<file path="src/rtl/stream_tx.sv">
// stream_tx: FIFO-buffered word source emitting vld_o/dat_o pulses with a programmable idle gap.
module stream_tx #(
  parameter int DAT_WIDTH = 16,
  parameter int AW        = 4,
  parameter int GW        = 8
) (
  input  logic                 clk_i,
  input  logic                 rst_i,
  input  logic                 wr_en_i,
  input  logic [DAT_WIDTH-1:0] wr_dat_i,
  input  logic                 en_i,
  input  logic [GW-1:0]        gap_i,
  output logic                 full_o,
  output logic                 empty_o,
  output logic [AW:0]          level_o,
  output logic                 ovf_o,
  output logic                 busy_o,
  output logic                 vld_o,
  output logic [DAT_WIDTH-1:0] dat_o,
  output logic [15:0]          tx_cnt_o
);
  localparam int DEPTH = 1 << AW;
  typedef enum logic [1:0] {IDLE, SEND, GAP} state_t;
  state_t state, state_nx;
  logic [DAT_WIDTH-1:0] mem [DEPTH];
  logic [AW:0] wptr, rptr;
  logic [GW-1:0] cnt, cnt_nx;
  logic push, pop, launch;
  // Flags come straight from the registered pointers, so a same-edge pop never frees room for a push.
  assign level_o = wptr - rptr;
  assign empty_o = wptr == rptr;
  assign full_o  = (wptr[AW] != rptr[AW]) && (wptr[AW-1:0] == rptr[AW-1:0]);
  assign push    = wr_en_i && !full_o;
  assign launch  = en_i && !empty_o;
  assign vld_o   = state == SEND;
  assign busy_o  = state != IDLE;
  always_comb begin
    state_nx = state;
    cnt_nx   = cnt;
    pop      = 1'b0;
    unique case (state)
      IDLE: if (launch) begin
        pop      = 1'b1;
        state_nx = SEND;
      end
      SEND: if (gap_i != '0) begin
        cnt_nx   = gap_i - GW'(1);
        state_nx = GAP;
      end else if (launch) pop = 1'b1;
      else state_nx = IDLE;
      GAP: if (cnt != '0) cnt_nx = cnt - GW'(1);
      else if (launch) begin
        pop      = 1'b1;
        state_nx = SEND;
      end else state_nx = IDLE;
      default: state_nx = IDLE;
    endcase
  end
  always_ff @(posedge clk_i) if (push) mem[wptr[AW-1:0]] <= wr_dat_i;
  always_ff @(posedge clk_i) begin
    if (rst_i) begin
      state    <= IDLE;
      cnt      <= '0;
      wptr     <= '0;
      rptr     <= '0;
      ovf_o    <= 1'b0;
      dat_o    <= '0;
      tx_cnt_o <= '0;
    end else begin
      state <= state_nx;
      cnt   <= cnt_nx;
      if (push) wptr <= wptr + 1'b1;
      if (wr_en_i && full_o) ovf_o <= 1'b1;
      if (pop) begin
        rptr     <= rptr + 1'b1;
        dat_o    <= mem[rptr[AW-1:0]];
        tx_cnt_o <= tx_cnt_o + 16'd1;
      end
    end
  end
endmodule
</file>
<file path="config.mk">
export PLATFORM = sky130hd
export DESIGN_NAME = stream_tx
export DESIGN_NICKNAME = d
export VERILOG_FILES = /design/src/rtl/stream_tx.sv
export SDC_FILE = /design/constraint.sdc
export NUM_CORES = 1
export LEC_CHECK = 0
export CORE_ASPECT_RATIO = 0.6
export CORE_MARGIN = 2
export CORE_UTILIZATION = 54
export CTS_CLUSTER_DIAMETER = 30
export DETAILED_ROUTE_END_ITERATION = 8
export PLACE_DENSITY = 0.72
export SLEW_MARGIN = 20
export SYNTH_ARGS = -nofsm -noshare
export SYNTH_HDL_FRONTEND = slang
export SYNTH_SLANG_ARGS = --single-unit
export TNS_END_PERCENT = 20
</file>
<file path="constraint.sdc">
create_clock -name clk_i -period 3.55 [get_ports clk_i]
set_input_delay 0.71 -clock clk_i [delete_from_list [all_inputs] [get_ports clk_i]]
set_output_delay 0.71 -clock clk_i [all_outputs]
set_load 0.02 [all_outputs]
</file>
==> results.tsv <==
stage	metric	value	unit
run_status	run status	finished clean	
cells_and_area	fraction of layout cells with a size suffix above 1	18.7	%
clock_tree	clk root buf	clkbuf_16	
grt	Remaining Overflow, GRT	0	
clock_tree	Clock Sink Count	309	
cells_and_area	Nets	908	
clock_tree	CTS tree	yes	
pwr	Peak VDD IR	0.471	mV
worst_setup_path	Worst path slowest cell	clkdlybuf4s50_1	
clock_tree	Hold Buf Count CTS	0	
drt	routed vias	7342	
clock_tree	CTS buffer count	37	
pwr	combinational power share	18.9	%
place	Detailed Place HPWL	16900	um
drt	Routed WL	28100	um
floorplan	Die Wd	200	um
clock_tree	post-CTS setup buffer count	0	
grt	Tot GR Track Use	24.0	%
place	worst slack at placement	0.422	ns
timing	Tightest Pin Transition	1.01	ns
worst_setup_path	crit-path cells	inv_1 -> ha_1 -> fa_1 -> xnor2_1 -> clkdlybuf4s50_1	
yosys	Netlist cell types	49	
worst_setup_path	Arrival @ worst endpoint	2.55	ns
worst_setup_path	CP Capture Type	primary output	
timing	setup violators final	0	
timing	setup slack after layout	0.291	ns
yosys	Post-Syn Area per Cell	16.3	um^2
place	input/output buffers	69	
place	Placer Congestion	0.824	
grt	global-route wire length before repair	42500	um
timing	Final Hold Fails	0	
job	max-cap violation count	0	
pwr	P_leak	4.79	nW
yosys	post-synthesis sequential area ratio	70.3	%
yosys	Post-synth top flop	edfxtp_1	
worst_setup_path	Worst Path Max Fanout	5	
worst_setup_path	R2R depth	7	
timing	Final TNS setup	0	ns
yosys	#FFs+latches synth	309	
cells_and_area	final instance area	14900	um^2
cells_and_area	multi-input logic area	3510	um^2
cells_and_area	Synth-to-Final Area Change	19.5	%
cells_and_area	most frequent cells in the layout	256 x edfxtp_1, 67 x nand2_1, 67 x clkdlybuf4s50_1	
worst_setup_path	CP Launch Type	flip-flop	
pwr	Sw Pwr	2.60	mW
timing	RSZ-0062 raised after global routing	false	
timing	fmax	0.307	GHz
floorplan	core box area	22300	um^2
cells_and_area	most common cell after layout, fill and taps aside	edfxtp_1	
timing	Final period util	91.8	%
floorplan	Die Y	122	um
yosys	post-synth net total	807	
floorplan	I/O Pins	70	
grt	initial antenna violation count	0	
hold_path	hold depth	2	
worst_setup_path	kind of critical path	reg2out	
drt	# DRC	0	
pwr	pwr dens	658	nW/um^2
floorplan	standard-cell row count	42	
pwr	switching share of power	26.6	%
grt	largest net degree at the start of global routing	68	
hold_path	worst min-delay path category	reg2reg	
yosys	Post-synth EDFFs	256	
pwr	Clock Power Share	38.5	%
floorplan	initial core utilization	55.8	%
clock_tree	H-tree level count	2	
drt	ANT nets after route	0	
worst_setup_path	CP required	2.84	ns
cells_and_area	Reg area	8750	um^2
timing	min Tclk post-route	3.26	ns
drt	routed len/inst	23.4	um
worst_setup_path	Max stage delay on crit path	0.65	ns
yosys	mapped cell area	12500	um^2
timing	worst hold margin	0.457	ns
yosys	post-synthesis cell count	763	
drt	DRT iter0 DRCs	775	
cells_and_area	number of fill cells	1511	
timing	max-slew violation count	0	
clock_tree	Clock Pin Slew Worst Setup and Hold Paths	0.05	ns
clock_tree	clk buf depth	3	
grt	number of global-route vias before repair	7086	
floorplan	Die Area	24300	um^2
drt	DR vias/cell	6.12	
yosys	Syn. warnings	0	
place	DP Area	13600	um^2
timing	Slew HR	33.0	%
cells_and_area	# diodes	0	
pwr	sequential power share	42.6	%
yosys	Async S/R FF share, synth	0	%
drt	first drt pass iteration count	5	
timing	skew final	0.0258	ns
pwr	Power Internal	7.19	mW
clock_tree	Skew-Pair Late Insertion Delay	0.53	ns
-- power by group through the flow --
stage | Combinational [mW] | Clock (mW) | Sequential, mW
after floorplan | 1.25 | 0 | 4.26
after global placement | 1.81 | 0 | 4.24
after detailed placement | 1.86 | 0 | 4.24
after CTS | 1.87 | 3.82 | 4.17
after global routing | 2.02 | 3.97 | 4.18
final | 1.86 | 3.77 | 4.17
-- cell usage after synthesis, drive strengths merged, types with 2 or more instances --
| master | count | area share (%) |
|---|---|---|
| mux2i | 7 | 0.56 |
| and2 | 2 | 0.10 |
| a22oi | 34 | 2.0 |
| a2111oi | 3 | 0.21 |
| a31o | 2 | 0.14 |
| nand2 | 67 | 2.0 |
| nand3 | 15 | 0.60 |
| a31oi | 3 | 0.15 |
| or3 | 9 | 0.45 |
| and3 | 2 | 0.10 |
| nand4 | 3 | 0.15 |
| inv | 15 | 0.45 |
| xor2 | 4 | 0.28 |
| nor2b | 6 | 0.30 |
| nand2b | 4 | 0.20 |
| mux4 | 64 | 12 |
| o31ai | 6 | 0.36 |
| nor4bb | 2 | 0.16 |
| a21o | 4 | 0.24 |
| mux2 | 2 | 0.18 |
| a22o | 2 | 0.14 |
| edfxtp | 256 | 62 |
| or4 | 7 | 0.42 |
| a21oi | 46 | 1.9 |
| a211oi | 6 | 0.36 |
| xnor2 | 8 | 0.56 |
| clkbuf | 24 | 0.72 |
| buf | 15 | 0.55 |
| dfxtp | 53 | 8.5 |
| o211ai | 2 | 0.12 |
| nor2 | 36 | 1.1 |
| o21ai | 14 | 0.56 |
| ha | 15 | 1.5 |
| and4 | 3 | 0.21 |
| nor3 | 11 | 0.44 |
-- state kept, by name, summed over array words and instances, names as in the netlist --
| signal | cells |
|---|---|
| state | 2 |
| mem | 256 |
| cnt | 8 |
| rptr | 5 |
| dat_o | 16 |
| wptr | 5 |
| tx_cnt_o | 16 |
| ovf_o | 1 |
-- worst paths after layout --
| path | startpoint | end | slack (ns) |
|---|---|---|---|
| max | wptr[0] | level_o[2] | 0.29 |
| min | dat_o[13] | dat_o[13] | 0.46 |
| max reg2reg | state[0] | tx_cnt_o[13] | 0.50 |
| min reg2reg | dat_o[13] | dat_o[13] | 0.46 |
-- routing by layer --
layer,vias to the layer above,track usage [%],part of all wire (%)
met5,-,0,0
met4,0,4.91,1.2
met3,37,5.15,8.0
met2,315,35.4,45
met1,3751,37.2,46
li1,3239,-,-
-- what timing repair did --
action | CTS | global route
endpoints found under the setup margin | 0 | 1
hold endpoints to repair | 0 | 0
gates resized for setup | 0 | 1
-- critical path, delay by kind of cell, from the launching register on --
kind | cells | cell delay, ns
buffers and inverters | 2 | 0.77
xor gates and xnor gates | 1 | 0.21
DFF | 1 | 0.42
adders and majority gates | 2 | 0.65
-- cell type report --
type,instances,share of cell area (%)
Sequential cell,309,58.8
Timing Repair Buffer,101,6.32
Clock inverter,19,1.45
Multi-Input combinational cell,400,23.6
Tap cell,308,2.59
Clock buffer,47,6.83
Inverter,15,0.378
-- cells by family after synthesis --
group	after synthesis	share of synthesized area, %
multiplexers	73	12.3
buffers and inverters	54	1.73
adder cells (fa/ha/maj)	16	1.67
flip-flops	309	70.3
AO/OA/AOI/OAI	128	6.66
XOR/XNOR	12	0.844
AND/OR/NAND/NOR	171	6.53
-- per-stage QoR --
step,util [%],power (mW),instances
final,66.6,9.79,1199
after global routing,66.6,10.2,1199
after CTS,66.6,9.86,1199
after detailed placement,61.1,6.10,1133
after global placement,61.1,6.05,1133
after floorplan,-,5.50,763
Note: power is estimated with default switching activity, not from simulation.
